--- config.mk ---
export PLATFORM = sky130hd
export DESIGN_NAME = brt_usb_20_utmi_rx_pkt
export DESIGN_NICKNAME = d
export VERILOG_FILES = /design/src/rtl/brt_usb_20_utmi_rx_pkg.sv /design/src/rtl/brt_usb_20_crc_step.sv /design/src/rtl/brt_usb_20_utmi_rx_pkt.sv
export SDC_FILE = /design/constraint.sdc
export NUM_CORES = 1
export LEC_CHECK = 0
export ABC_AREA = 1
export CORE_MARGIN = 10
export CORE_UTILIZATION = 60
export DETAILED_ROUTE_END_ITERATION = 10
export PLACE_DENSITY = 0.86
export SLEW_MARGIN = 40
export SYNTH_ARGS = -nofsm -noshare
export SYNTH_HDL_FRONTEND = slang
export SYNTH_SLANG_ARGS = --single-unit
--- constraint.sdc ---
create_clock -name clk_utmi -period 4.1 [get_ports clk_utmi]
set_clock_uncertainty 0.15 [all_clocks]
set_input_delay 1.23 -clock clk_utmi [delete_from_list [all_inputs] [get_ports clk_utmi]]
set_output_delay 1.23 -clock clk_utmi [all_outputs]
set_load 0.05 [all_outputs]
--- src/rtl/brt_usb_20_utmi_rx_pkg.sv ---
// Shared types and constants for the UTMI receive packet decoder.
package brt_usb_20_utmi_rx_pkg;

    typedef enum logic [3:0] {
        PID_EXT   = 4'h0, PID_OUT   = 4'h1, PID_ACK   = 4'h2, PID_DATA0 = 4'h3,
        PID_PING  = 4'h4, PID_SOF   = 4'h5, PID_NYET  = 4'h6, PID_DATA2 = 4'h7,
        PID_SPLIT = 4'h8, PID_IN    = 4'h9, PID_NAK   = 4'hA, PID_DATA1 = 4'hB,
        PID_PRE   = 4'hC, PID_SETUP = 4'hD, PID_STALL = 4'hE, PID_MDATA = 4'hF
    } pid_e;

    typedef enum logic [1:0] {CLS_TOKEN, CLS_DATA, CLS_HS, CLS_OTHER} cls_e;

    typedef enum logic [2:0] {ST_IDLE, ST_PID, ST_BODY, ST_DRAIN, ST_DONE} state_e;

    localparam int ERR_RX  = 0;
    localparam int ERR_PID = 1;
    localparam int ERR_LEN = 2;
    localparam int ERR_CRC = 3;

    localparam logic [4:0]  CRC5_POLY   = 5'h05;
    localparam logic [4:0]  CRC5_INIT   = 5'h1F;
    localparam logic [4:0]  CRC5_RESID  = 5'h0C;
    localparam logic [15:0] CRC16_POLY  = 16'h8005;
    localparam logic [15:0] CRC16_INIT  = 16'hFFFF;
    localparam logic [15:0] CRC16_RESID = 16'h800D;

    function automatic cls_e pid_class(input logic [3:0] pid);
        cls_e cls;
        case (pid_e'(pid))
            PID_DATA0, PID_DATA1, PID_DATA2, PID_MDATA:        cls = CLS_DATA;
            PID_OUT, PID_IN, PID_SOF, PID_SETUP, PID_PING:      cls = CLS_TOKEN;
            PID_ACK, PID_NAK, PID_STALL, PID_NYET:              cls = CLS_HS;
            default:                                            cls = CLS_OTHER;
        endcase
        return cls;
    endfunction

    function automatic logic pid_ok(input logic [7:0] b);
        return b[3:0] == ~b[7:4];
    endfunction

endpackage

--- src/rtl/brt_usb_20_crc_step.sv ---
// Byte-wide USB CRC LFSR update, data bits consumed LSB first.
module brt_usb_20_crc_step #(
    parameter int               WIDTH = 16,
    parameter logic [WIDTH-1:0] POLY  = '0
) (
    input  logic [WIDTH-1:0] crc_in,
    input  logic [7:0]       data_in,
    output logic [WIDTH-1:0] crc_out
);
    logic [WIDTH-1:0] stage [0:8];

    assign stage[0] = crc_in;

    genvar gi;
    generate
        for (gi = 0; gi < 8; gi++) begin : g_bit
            logic fb;
            assign fb            = stage[gi][WIDTH-1] ^ data_in[gi];
            assign stage[gi + 1] = {stage[gi][WIDTH-2:0], 1'b0} ^ (fb ? POLY : '0);
        end
    endgenerate

    assign crc_out = stage[8];
endmodule

--- src/rtl/brt_usb_20_utmi_rx_pkt.sv ---
// UTMI receive packet decoder: PID check, class/length/CRC checks, CRC16 stripping.
// Define BRT_USB_20_UTMI_RX_CRC_EN to compile in the CRC5/CRC16 checkers.
module brt_usb_20_utmi_rx_pkt
    import brt_usb_20_utmi_rx_pkg::*;
#(
    parameter int MAX_BYTES = 1027,
    parameter int LEN_W     = 11
) (
    input  logic             clk_utmi,
    input  logic             rst_utmi,
    input  logic [15:0]      utmidatao,
    input  logic             utmirxvalid,
    input  logic             utmirxactive,
    input  logic             utmirxerror,
    output logic             pkt_valid,
    output logic [7:0]       pkt_data,
    output logic             pkt_sop,
    output logic             pkt_pid_valid,
    output logic [3:0]       pkt_pid,
    output logic             pkt_done,
    output logic [LEN_W-1:0] pkt_len,
    output logic [3:0]       pkt_err
);
    localparam logic [LEN_W-1:0] MAX_CNT = LEN_W'(MAX_BYTES);

    state_e           state_q, state_d;
    logic             rxactive_q, rxactive_d;
    logic             start_pend_q, start_pend_d;
    logic [LEN_W-1:0] cnt_q, cnt_d;
    logic [LEN_W-1:0] len_q, len_d;
    logic [3:0]       err_q, err_d;
    cls_e             cls_q, cls_d;
    logic [7:0]       hold0_q, hold0_d, hold1_q, hold1_d;
    logic [1:0]       hold_cnt_q, hold_cnt_d;
    logic             valid_q, valid_d, sop_q, sop_d, pidv_q, pidv_d, done_q, done_d;
    logic [7:0]       data_q, data_d;
    logic [3:0]       pid_q, pid_d, err_out_q, err_out_d;
    logic [LEN_W-1:0] len_out_q, len_out_d;

    logic [7:0] byte_in, fwd_byte, unused_hi;
    logic       byte_acc, rise, body_acc, crc_bad, fwd;

    assign byte_in   = utmidatao[7:0];
    assign unused_hi = utmidatao[15:8];
    assign byte_acc  = utmirxvalid & utmirxactive & ~utmirxerror;
    assign rise      = utmirxactive & ~rxactive_q;
    assign body_acc  = (state_q == ST_BODY) && byte_acc && (cnt_q != MAX_CNT);

`ifdef BRT_USB_20_UTMI_RX_CRC_EN
    logic [4:0]  crc5_q, crc5_d, crc5_nxt;
    logic [15:0] crc16_q, crc16_d, crc16_nxt;

    brt_usb_20_crc_step #(.WIDTH(5), .POLY(CRC5_POLY)) u_crc5 (
        .crc_in  (crc5_q),
        .data_in (byte_in),
        .crc_out (crc5_nxt)
    );

    brt_usb_20_crc_step #(.WIDTH(16), .POLY(CRC16_POLY)) u_crc16 (
        .crc_in  (crc16_q),
        .data_in (byte_in),
        .crc_out (crc16_nxt)
    );

    always_comb begin
        crc5_d  = crc5_q;
        crc16_d = crc16_q;
        if (state_q == ST_IDLE) begin
            crc5_d  = CRC5_INIT;
            crc16_d = CRC16_INIT;
        end else if (body_acc) begin
            crc5_d  = crc5_nxt;
            crc16_d = crc16_nxt;
        end
    end

    always_ff @(posedge clk_utmi) begin
        if (rst_utmi) begin
            crc5_q  <= '0;
            crc16_q <= '0;
        end else begin
            crc5_q  <= crc5_d;
            crc16_q <= crc16_d;
        end
    end

    assign crc_bad = ((cls_q == CLS_TOKEN) && (crc5_q != CRC5_RESID)) ||
                     ((cls_q == CLS_DATA)  && (crc16_q != CRC16_RESID));
`else
    assign crc_bad = 1'b0;
`endif

    always_comb begin
        state_d      = state_q;
        rxactive_d   = utmirxactive;
        start_pend_d = start_pend_q;
        cnt_d        = cnt_q;
        len_d        = len_q;
        err_d        = err_q;
        cls_d        = cls_q;
        hold0_d      = hold0_q;
        hold1_d      = hold1_q;
        hold_cnt_d   = hold_cnt_q;
        valid_d      = 1'b0;
        sop_d        = 1'b0;
        pidv_d       = 1'b0;
        done_d       = 1'b0;
        data_d       = data_q;
        pid_d        = pid_q;
        err_out_d    = err_out_q;
        len_out_d    = len_out_q;
        fwd          = 1'b0;
        fwd_byte     = byte_in;

        case (state_q)
            ST_IDLE: begin
                if (rise || start_pend_q) begin
                    state_d      = ST_PID;
                    start_pend_d = 1'b0;
                    cnt_d        = '0;
                    len_d        = '0;
                    err_d        = '0;
                    cls_d        = CLS_OTHER;
                    hold0_d      = '0;
                    hold1_d      = '0;
                    hold_cnt_d   = '0;
                end
            end
            ST_PID: begin
                if (!utmirxactive) begin
                    err_d[ERR_LEN] = 1'b1;
                    state_d        = ST_DONE;
                end else if (utmirxerror) begin
                    err_d[ERR_RX] = 1'b1;
                    state_d       = ST_DRAIN;
                end else if (byte_acc) begin
                    cnt_d = LEN_W'(1);
                    if (pid_ok(byte_in)) begin
                        pid_d   = byte_in[3:0];
                        pidv_d  = 1'b1;
                        cls_d   = pid_class(byte_in[3:0]);
                        state_d = ST_BODY;
                    end else begin
                        err_d[ERR_PID] = 1'b1;
                        state_d        = ST_DRAIN;
                    end
                end
            end
            ST_BODY: begin
                if (!utmirxactive) begin
                    unique case (cls_q)
                        CLS_TOKEN: if (cnt_q != LEN_W'(3)) err_d[ERR_LEN] = 1'b1;
                        CLS_DATA:  if (cnt_q < LEN_W'(3))  err_d[ERR_LEN] = 1'b1;
                        CLS_HS:    if (cnt_q != LEN_W'(1)) err_d[ERR_LEN] = 1'b1;
                        default: ;
                    endcase
                    if (crc_bad) err_d[ERR_CRC] = 1'b1;
                    state_d = ST_DONE;
                end else if (utmirxerror) begin
                    err_d[ERR_RX] = 1'b1;
                    state_d       = ST_DRAIN;
                end else if (byte_acc) begin
                    if (!body_acc) begin
                        err_d[ERR_LEN] = 1'b1;
                        state_d        = ST_DRAIN;
                    end else begin
                        cnt_d = cnt_q + LEN_W'(1);
                        // Data bytes trail by two so the CRC16 never leaves the hold register.
                        if (cls_q == CLS_DATA) begin
                            if (hold_cnt_q == 2'd2) begin
                                fwd      = 1'b1;
                                fwd_byte = hold0_q;
                            end else begin
                                hold_cnt_d = hold_cnt_q + 2'd1;
                            end
                            hold0_d = hold1_q;
                            hold1_d = byte_in;
                        end else begin
                            fwd = 1'b1;
                        end
                    end
                end
            end
            ST_DRAIN: begin
                if (!utmirxactive) state_d = ST_DONE;
            end
            ST_DONE: begin
                state_d = ST_IDLE;
                if (rise) start_pend_d = 1'b1;
            end
            default: state_d = ST_IDLE;
        endcase

        if (fwd) begin
            valid_d = 1'b1;
            data_d  = fwd_byte;
            sop_d   = (len_q == '0);
            len_d   = len_q + LEN_W'(1);
        end

        if ((state_d == ST_DONE) && (state_q != ST_DONE)) begin
            done_d    = 1'b1;
            len_out_d = len_q;
            err_out_d = err_d;
        end
    end

    always_ff @(posedge clk_utmi) begin
        if (rst_utmi) begin
            state_q      <= ST_IDLE;
            rxactive_q   <= 1'b1;
            start_pend_q <= 1'b0;
            cnt_q        <= '0;
            len_q        <= '0;
            err_q        <= '0;
            cls_q        <= CLS_OTHER;
            hold0_q      <= '0;
            hold1_q      <= '0;
            hold_cnt_q   <= '0;
            valid_q      <= 1'b0;
            sop_q        <= 1'b0;
            pidv_q       <= 1'b0;
            done_q       <= 1'b0;
            data_q       <= '0;
            pid_q        <= '0;
            err_out_q    <= '0;
            len_out_q    <= '0;
        end else begin
            state_q      <= state_d;
            rxactive_q   <= rxactive_d;
            start_pend_q <= start_pend_d;
            cnt_q        <= cnt_d;
            len_q        <= len_d;
            err_q        <= err_d;
            cls_q        <= cls_d;
            hold0_q      <= hold0_d;
            hold1_q      <= hold1_d;
            hold_cnt_q   <= hold_cnt_d;
            valid_q      <= valid_d;
            sop_q        <= sop_d;
            pidv_q       <= pidv_d;
            done_q       <= done_d;
            data_q       <= data_d;
            pid_q        <= pid_d;
            err_out_q    <= err_out_d;
            len_out_q    <= len_out_d;
        end
    end

    assign pkt_valid     = valid_q;
    assign pkt_data      = data_q;
    assign pkt_sop       = sop_q;
    assign pkt_pid_valid = pidv_q;
    assign pkt_pid       = pid_q;
    assign pkt_done      = done_q;
    assign pkt_len       = len_out_q;
    assign pkt_err       = err_out_q;
endmodule

* After elaboration in Yosys (flattened, before gate mapping) *
Memories as Yosys holds them, arrays and structs flattened.
Index checks and enable logic that the tools add are counted.

word-level totals
  flip-flop bits (word level) = 82
  ROM bits = 32
  bits of input ports = 21
  output and inout bits = 31
  word-level logic and storage cells = 169
  memories = 1

operators by class
  add/subtract/negate cells = 3
  $lt $le $gt $ge = 1
  equality and inequality tests = 25
  multiplexer cells = 89
  bitwise logic cells = 10
  reductions and logical operators = 22

memory list
  name             depth  bits a word  read ports  clocked after Yosys merged registers in  write ports  RTL line                      source
  (no name shown)  16     2            1           0                                        0            brt_usb_20_utmi_rx_pkg.sv:29  case (pid_e'(pid))

operator list
  operator                 count
  $mux W8                  18
  $mux W11                 10
  $pmux W11 S3             1
  $pmux W8 S2              2
  $mux W1                  27
  $mux W3                  9
  $mux W2                  13
  $add A11 B1 Y11 const B  2
  $ne A2 B2 Y1 const B     11
  $pmux W3 S4              1
  $logic_not A11 Y1        1
  $lt A11 B2 Y1 const B    1
  $ne A11 B1 Y1 const B    1
  $ne A11 B11 Y1 const B   1
  $ne A11 B2 Y1 const B    1
  $reduce_bool A2 Y1       5
  $pmux W1 S3              3
  $reduce_and A9 Y1        1
  $pmux W2 S2              2
  $reduce_and A8 Y1        1
  $reduce_and A7 Y1        1
  $eq A3 B2 Y1 const B     2
  $eq A3 B3 Y1 const B     2
  $not A1 Y1               6
  other kinds (22)         28

* Longest topological paths before layout *
Gate-level depths: netlist of run 1.

  depth in word-level cells = 12
  gate-level depth with buffers = 13
  gate-level depth less buffers = 12

* Worst setup path before layout of run 1 *
No wires, ideal clock.

  kind = input port to flip-flop
  start = input utmirxactive
  end = register hold0_q[4]
  arrival = 2,321 ps
  data required time = 3,837 ps
  setup slack = 1,516 ps
  stages on the path = 12
  path buffers = 3
  cell sequence = buf_4 -> inv_2 -> nor2_2 -> nor2_2 -> nand2_2 -> o21ai_2 -> a21oi_1 -> and2_4 -> buf_6 -> buf_4 -> nor2_1 -> nor2_1

between the ends
  word-level cells in the longest chain between the ends = 6

RTL lines
  element                               RTL line                       source
  start: declaration                    brt_usb_20_utmi_rx_pkt.sv:13   input logic utmirxactive,
  $and A1 B1 Y1 (2 in series)           brt_usb_20_utmi_rx_pkt.sv:45   assign byte_acc = utmirxvalid & utmirxactive & ~utmirxerror;
  $logic_and A1 B1 Y1 (2 in series)     brt_usb_20_utmi_rx_pkt.sv:47   assign body_acc = (state_q == ST_BODY) && byte_acc && (cnt_q != MAX_CNT);
  $ne A2 B2 Y1 (no source line)         n/a
  $reduce_and A7 Y1 (no source line) *  n/a
  end signal: assignment                brt_usb_20_utmi_rx_pkt.sv:236  hold0_q <= hold0_d;
  end: declaration                      brt_usb_20_utmi_rx_pkt.sv:33   logic [7:0] hold0_q, hold0_d, hold1_q, hold1_d;

Mark *: on every way between the ends. The rest lies on a longest branch, timed or not.
A chain may end at the register's enable or synchronous reset.

* Worst setup path in the final report of run 1 *
  start = input utmirxactive
  end = register data_q[7] (netlist: pkt_data[7])

between the ends
  word-level cells in the longest chain between the ends = 9

RTL lines
  element                                    RTL line                       source
  $and A1 B1 Y1 (2 in series)                brt_usb_20_utmi_rx_pkt.sv:45
  $logic_and A1 B1 Y1 (2 in series)          brt_usb_20_utmi_rx_pkt.sv:47
  $mux W8 / $mux W1 (equally long branches)  brt_usb_20_utmi_rx_pkt.sv:163  if (!body_acc) begin
  $mux W8 / $mux W1 (equally long branches)  brt_usb_20_utmi_rx_pkt.sv:162  end else if (byte_acc) begin
  $mux W8 / $mux W1 (equally long branches)  brt_usb_20_utmi_rx_pkt.sv:159  end else if (utmirxerror) begin
  $mux W8 / $mux W1 (equally long branches)  brt_usb_20_utmi_rx_pkt.sv:150  if (!utmirxactive) begin
  $mux W8 / $mux W1 (equally long branches)  brt_usb_20_utmi_rx_pkt.sv:115  case (state_q)
  end signal: assignment                     brt_usb_20_utmi_rx_pkt.sv:243  data_q <= data_d;
  end: declaration                           brt_usb_20_utmi_rx_pkt.sv:36   logic [7:0] data_q, data_d;

Several ways; a longest one is shown, not always the timed one.

==> results of run 1 <==
## path summary, 6_finish.rpt
check / startpoint / to / slack (ps)
min reg2reg: pkt_pid[0] / pkt_pid[0] / 290
min: pkt_pid[0] / pkt_pid[0] / 290
max reg2reg: state_q[0] / pkt_data[7] / 1390
max: utmirxactive / pkt_data[7] / 740
## cells by family (layout without fill, tap and decap cells)
family | after synthesis | count (layout) | share of synthesized area (%)
xor+xnor | 13 | 13 | 2.79
compound gates | 113 | 113 | 15.2
simple gates | 287 | 287 | 30.5
buf+inv | 84 | 123 | 8.82
fa+ha+maj | 8 | 8 | 2.45
flops | 82 | 82 | 40.2
## power by group through the flow
stage,clock (mW),combinational [mW],sequential (mW)
4_1_cts,0.628,0.231,0.850
6_report,0.625,0.232,0.850
5_1_grt,0.661,0.257,0.854
3_5_place_dp,0,0.228,0.868
3_3_place_gp,0,0.221,0.866
2_1_floorplan,0,0.150,0.891
## stage by stage
| step | total power, mW | instances | instance area [µm²] |
|---|---|---|---|
| global route | 1.77 | 706 | 4730 |
| floorplan | 1.04 | 587 | 4090 |
| detailed placement | 1.10 | 690 | 4520 |
| finish | 1.71 | 706 | 4730 |
| global placement | 1.09 | 690 | 4520 |
| CTS | 1.71 | 706 | 4730 |
## cell type report
cell class	count	area, µm²
fill	551	1980
sequential	82	1640
inverter	59	221
multi-input combinational	421	2090
tap	80	100
clock buffer	12	155
clock inverter	4	58.8
timing repair buffer	48	468
## worst reg2reg max path, cell delays in order (launching register included)
cell and delay, ps:
dfxtp_1 350, nor2_1 210, nand2_2 250, inv_2 400, nand2_1 120, a31oi_2 430, nand3_1 380, a21oi_1 260
nor2_1 60
## routing by layer
metal	track usage, %	share of wire [%]	wire, µm
met3	4.22	7.6	769
met5	0	0	0
met2	32.9	48	4860
met1	23.6	43	4290
met4	7.70	1.6	162
## cell usage after synthesis, drive strengths merged
master    n
nand3    26
dfxtp    82
a21oi    58
o311ai    1
a211oi    1
xor2      7
nand2   143
and2      1
a31oi     2
nor4      1
buf      14
nor3     10
nand3b    1
o211ai   12
o21ai    37
nand4    10
ha        8
o21a      1
clkbuf   11
inv      59
nor2     93
or2       2
o31ai     1
xnor2     6
## flip-flops by register name, indices dropped and copies added (netlist names), 3 cells and up
register and cells:
err_q 4, cnt_q 11, len_q 11, pkt_err 4, pkt_data 8, pkt_pid 4
hold1_q 8, hold0_q 8, pkt_len 11, state_q 3
## cell usage in the layout (no fill, tap or decap), types with 5 or more instances in the layout
cell type,n
xnor2_1,6
inv_1,49
clkbuf_8,11
nor3_1,8
nand2_2,14
ha_1,8
buf_4,5
nand4_1,10
o21ai_0,34
clkdlybuf4s50_1,43
dfxtp_1,82
nand3_1,26
nand2_1,127
nor2_2,6
nor2_1,86
xor2_1,7
a21oi_1,57
o211ai_1,12
inv_2,10
==> results_dict.tcl, run 1 <==
set metrics [dict create \
    status "finished clean" \
    yosysWarnings 0 \
    clockPowerShare_pct 36.6 \
    slew_headroom_pct 62.1 \
    cts.sinks 82 \
    numCtsBuffers 9 \
    finalWirelength_mm 10.1 \
    cts.path.max_buffers 2 \
    worstSetupEndpointType "flop" \
    cp.depth 8 \
    ios 52 \
    synth.largest_area_cell "dfxtp_1" \
    ys_seq_elements 82 \
    rsz0062_at_grt "no" \
    routed_via_density 5.63 \
    cp_slowest_stage_delay_ps 650 \
    report.final.setup_viol 0 \
    setup_ws_ps 740 \
    hold-worst-slack_ps 294 \
    final_core_util_pct 70.5 \
    grt.total_usage_pct 19.5 \
    hold_viol 0 \
    cap_violations 0 \
    reg2reg_depth 8 \
    dieWidth_um 103 \
    coreArea_um2 6720 \
    p_sw_uw 478 \
    gp_congestion 0.880 \
    leakage_nw 1.81 \
    overflow 0 \
    tightest_slew_ps 569 \
    antenna_found_initial 0 \
    cts_setup_buffers 0 \
    crit_top_cell "nand3_1" \
    peakVddDrop_uv 236 \
    path_cells "clkdlybuf4s50_1 -> nand3_1 -> inv_1 -> nand2_1 -> a31oi_2 -> nand3_1 -> a21oi_1 -> nor2_1" \
    seqPwrFrac_pct 49.8 \
    initial_utilization_pct 60.8 \
    rows 30 \
    slew_violations 0 \
    hold_buffers 0 \
    chipHeight_um 103 \
    required_ps 4190 \
    grt_pass1_vias 3770 \
    cp_max_fo 8 \
    grt_pass1_wl_mm 16.8 \
    combPwrFrac_pct 13.6 \
    routedWlPerCell_um 14.3 \
    clk_latency_ps 350 \
    synth_top_area_share_pct 40.2 \
    min_path_type "reg -> reg" \
    ys_top_cells_by_area "dfxtp_1 (40%), nand2_1 (12%), nor2_1 (7.9%)" \
    critPathLaunchType "input pin" \
    htreeDepth 3 \
    syn2layout_area_growth_pct 15.9 \
    cts_tree "yes" \
    fin_tns_setup_ps 0 \
    synth_nets 616 \
    grt_start_max_net_pins 37 \
    cts_resized 0 \
    yosysSeqAreaShare_pct 40.2 \
    layout-drive-gt1-share_pct 9.74 \
    place_ws_ps 438 \
    ys_types 37 \
    port_buffers 43 \
    first_iter_violations 304 \
    power_density_nw_per_um2 361 \
    switching_share_pct 28.0 \
    dieArea_um2 10500 \
    synth_area_um2 4090 \
    fin_crit_ps 3360 \
    min_path_cells 2 \
    postSynthAreaPerCell_um2 6.96 \
    drc 0 \
    clkTransAtPathRegs_ps 80 \
    crit_slowest_cell "clkdlybuf4s50_1" \
    cpLargestDelayFamily "buffers and inverters" \
    worstSetupPathType "in -> reg" \
    diodes 0 \
    critical_path_buf_inv_count 2 \
    ant_nets 0 \
    fin_nets 650 \
    dpl.hpwl_mm 7.00 \
    syn_inst 587 \
    clockRootBuffer "clkbuf_8" \
    vias 3975 \
    finalCritPeriodShare_pct 82.0 \
    intPower_mw 1.23 \
    crit_arrival_ps 3450 \
    clock.fmax_mhz 298 \
    dr.pass1.iters 9 \
]
Power figures use the tool's default switching activity.
==> run 2: changes to the inputs <==
--- a/config.mk
+++ b/config.mk
@@ -7,9 +7,9 @@
 export LEC_CHECK = 0
 export ABC_AREA = 1
 export CORE_MARGIN = 10
-export CORE_UTILIZATION = 60
+export CORE_UTILIZATION = 50
 export DETAILED_ROUTE_END_ITERATION = 10
-export PLACE_DENSITY = 0.86
+export PLACE_DENSITY = 0.76
 export SLEW_MARGIN = 40
 export SYNTH_ARGS = -nofsm -noshare
 export SYNTH_HDL_FRONTEND = slang
==> constraint.sdc (replaced) <==
create_clock -name clk_utmi -period 3.05 [get_ports clk_utmi]
set_clock_uncertainty 0.15 [all_clocks]
set_input_delay 0.915 -clock clk_utmi [delete_from_list [all_inputs] [get_ports clk_utmi]]
set_output_delay 0.915 -clock clk_utmi [all_outputs]
set_load 0.05 [all_outputs]
==> run 2 against run 1 <==
Wire length down 1.1%. Sequential power up 34%. Cell count up 4.2%. Highest routed layer unchanged. First-iteration DRC count down 16%. Global-route usage down 3.4 points. Die area up 16%. Worst setup slack worse by 330 ps. Combinational power up 38%. Clock-buffer cell count down 2.
==> results_dict.tcl, run 2 (synthesis gave the netlist of run 1 again) <==
set metrics [dict create \
    ios 52 \
    endpoint "pkt_data[5]" \
    initial_utilization_pct 52.1 \
    required_ps 3150 \
    port_buffers 43 \
    dp.cells 720 \
    finalCritPeriodShare_pct 86.6 \
    grt.total_usage_pct 16.1 \
    dpl.hpwl_mm 7.19 \
    slew_violations 0 \
    dr.pass1.iters 4 \
    power_density_nw_per_um2 482 \
    cts_resized 0 \
    setup_ws_ps 408 \
    slew_headroom_pct 63.5 \
    reg2reg_depth 8 \
    crit_arrival_ps 2740 \
    leakage_nw 1.84 \
    hold_viol 0 \
    syn2layout_area_growth_pct 18.4 \
    rsz0062_at_grt "no" \
    routed_via_density 5.26 \
    cts_tree "yes" \
    chipHeight_um 110 \
    cp_slowest_stage_delay_ps 460 \
    layout-drive-gt1-share_pct 10.9 \
    clock.fmax_mhz 378 \
    grt_start_max_net_pins 49 \
    numCtsBuffers 9 \
    crit_slowest_cell "clkdlybuf4s50_1" \
    fin_crit_ps 2640 \
    cap_violations 0 \
    r2r_start "state_q[2]" \
    path_cells "clkdlybuf4s50_1 -> inv_1 -> nand3_1 -> inv_1 -> nand2_1 -> a31oi_2 -> nand3_1 -> a21oi_1 -> nor2_1" \
    hold_buffers 0 \
    cp.depth 9 \
    fin_nets 658 \
    final_cells 736 \
    fin_tns_setup_ps 0 \
    hp-start "pkt_pid[2]" \
    cts.sinks 82 \
    grt_pass1_wl_mm 17.2 \
    clk_latency_ps 350 \
    min_path_type "reg -> reg" \
    cts_setup_buffers 0 \
    critical_path_buf_inv_count 3 \
    gp_congestion 0.874 \
    drc 0 \
    dieArea_um2 12200 \
    status "finished clean" \
    startpoint "utmirxerror" \
    worstSetupPathType "in -> reg" \
    antenna_found_initial 0 \
    critPathLaunchType "input pin" \
    final_core_util_pct 61.7 \
    peakVddDrop_uv 319 \
    htreeDepth 3 \
    r2r_slack_ps 570 \
    r2r-end "pkt_data[5]" \
    place_area_um2 4620 \
    dieWidth_um 110 \
    coreArea_um2 7850 \
    grt_pass1_vias 3717 \
    ant_nets 0 \
    diodes 0 \
    fin_area_um2 4840 \
    report.final.setup_viol 0 \
    cp_max_fo 8 \
    overflow 0 \
    finalWirelength_mm 9.97 \
    tightest_slew_ps 545 \
    routedWlPerCell_um 13.6 \
    clockRootBuffer "clkbuf_8" \
    rows 32 \
    layout_common_cells "nand2_1 (127), nor2_1 (86), dfxtp_1 (82), a21oi_1 (57), inv_1 (49)" \
    place_ws_ps 81.8 \
    worstSetupEndpointType "flop" \
    cpLargestDelayFamily "buffers and inverters" \
    clkTransAtPathRegs_ps 90 \
    vias 3873 \
    final_common_cell "nand2_1" \
    first_iter_violations 255 \
    cts.path.max_buffers 2 \
]
run 2: tightest hold or removal path, cell delays in order (launching register included):
cell	delay (ps)
dfxtp_1	320
inv_1	40
a21oi_1	50
run 2: layout make-up:
class                      count  area (µm²)
fill                         758        3010
multi-input combinational    421        2090
sequential                    82        1640
timing repair buffer          56         541
inverter                      59         221
clock buffer                  10         128
tap                          102         128
clock inverter                 6        91.3
run 2: report_power, final:
group          total, mW  leakage [nW]  internal (mW)  switching [mW]
sequential          1.14         0.665           1.12          0.0263
clock              0.870        0.0987          0.462           0.408
combinational      0.319          1.08          0.113           0.206
total               2.33          1.84           1.69           0.640
run 2: stage by stage:
stage                     hold slack [ps]  power [mW]
after floorplan                       269        1.40
after global placement                278        1.48
after detailed placement              289        1.48
after CTS                             302        2.35
after global routing                  323        2.44
final                                 297        2.33
run 2: metal layers:
| metal | GRT usage (%) | vias up | routed length (µm) |
|---|---|---|---|
| li1 | - | 1972 | - |
| met1 | 19.8 | 1787 | 4430 |
| met2 | 26.3 | 100 | 4770 |
| met3 | 5.19 | 14 | 645 |
| met4 | 4.40 | 0 | 138 |
| met5 | 0 | - | 0 |
run 2: worst min-delay path by stage:
stage | endpoint | slack (ps) | cells after the start
floorplan | err_q[3] | 270 | 2
global placement | err_q[3] | 280 | 2
detailed placement | err_q[3] | 290 | 2
CTS | err_q[3] | 300 | 2
global route | err_q[3] | 320 | 2
finish | pkt_pid[2] | 300 | 2
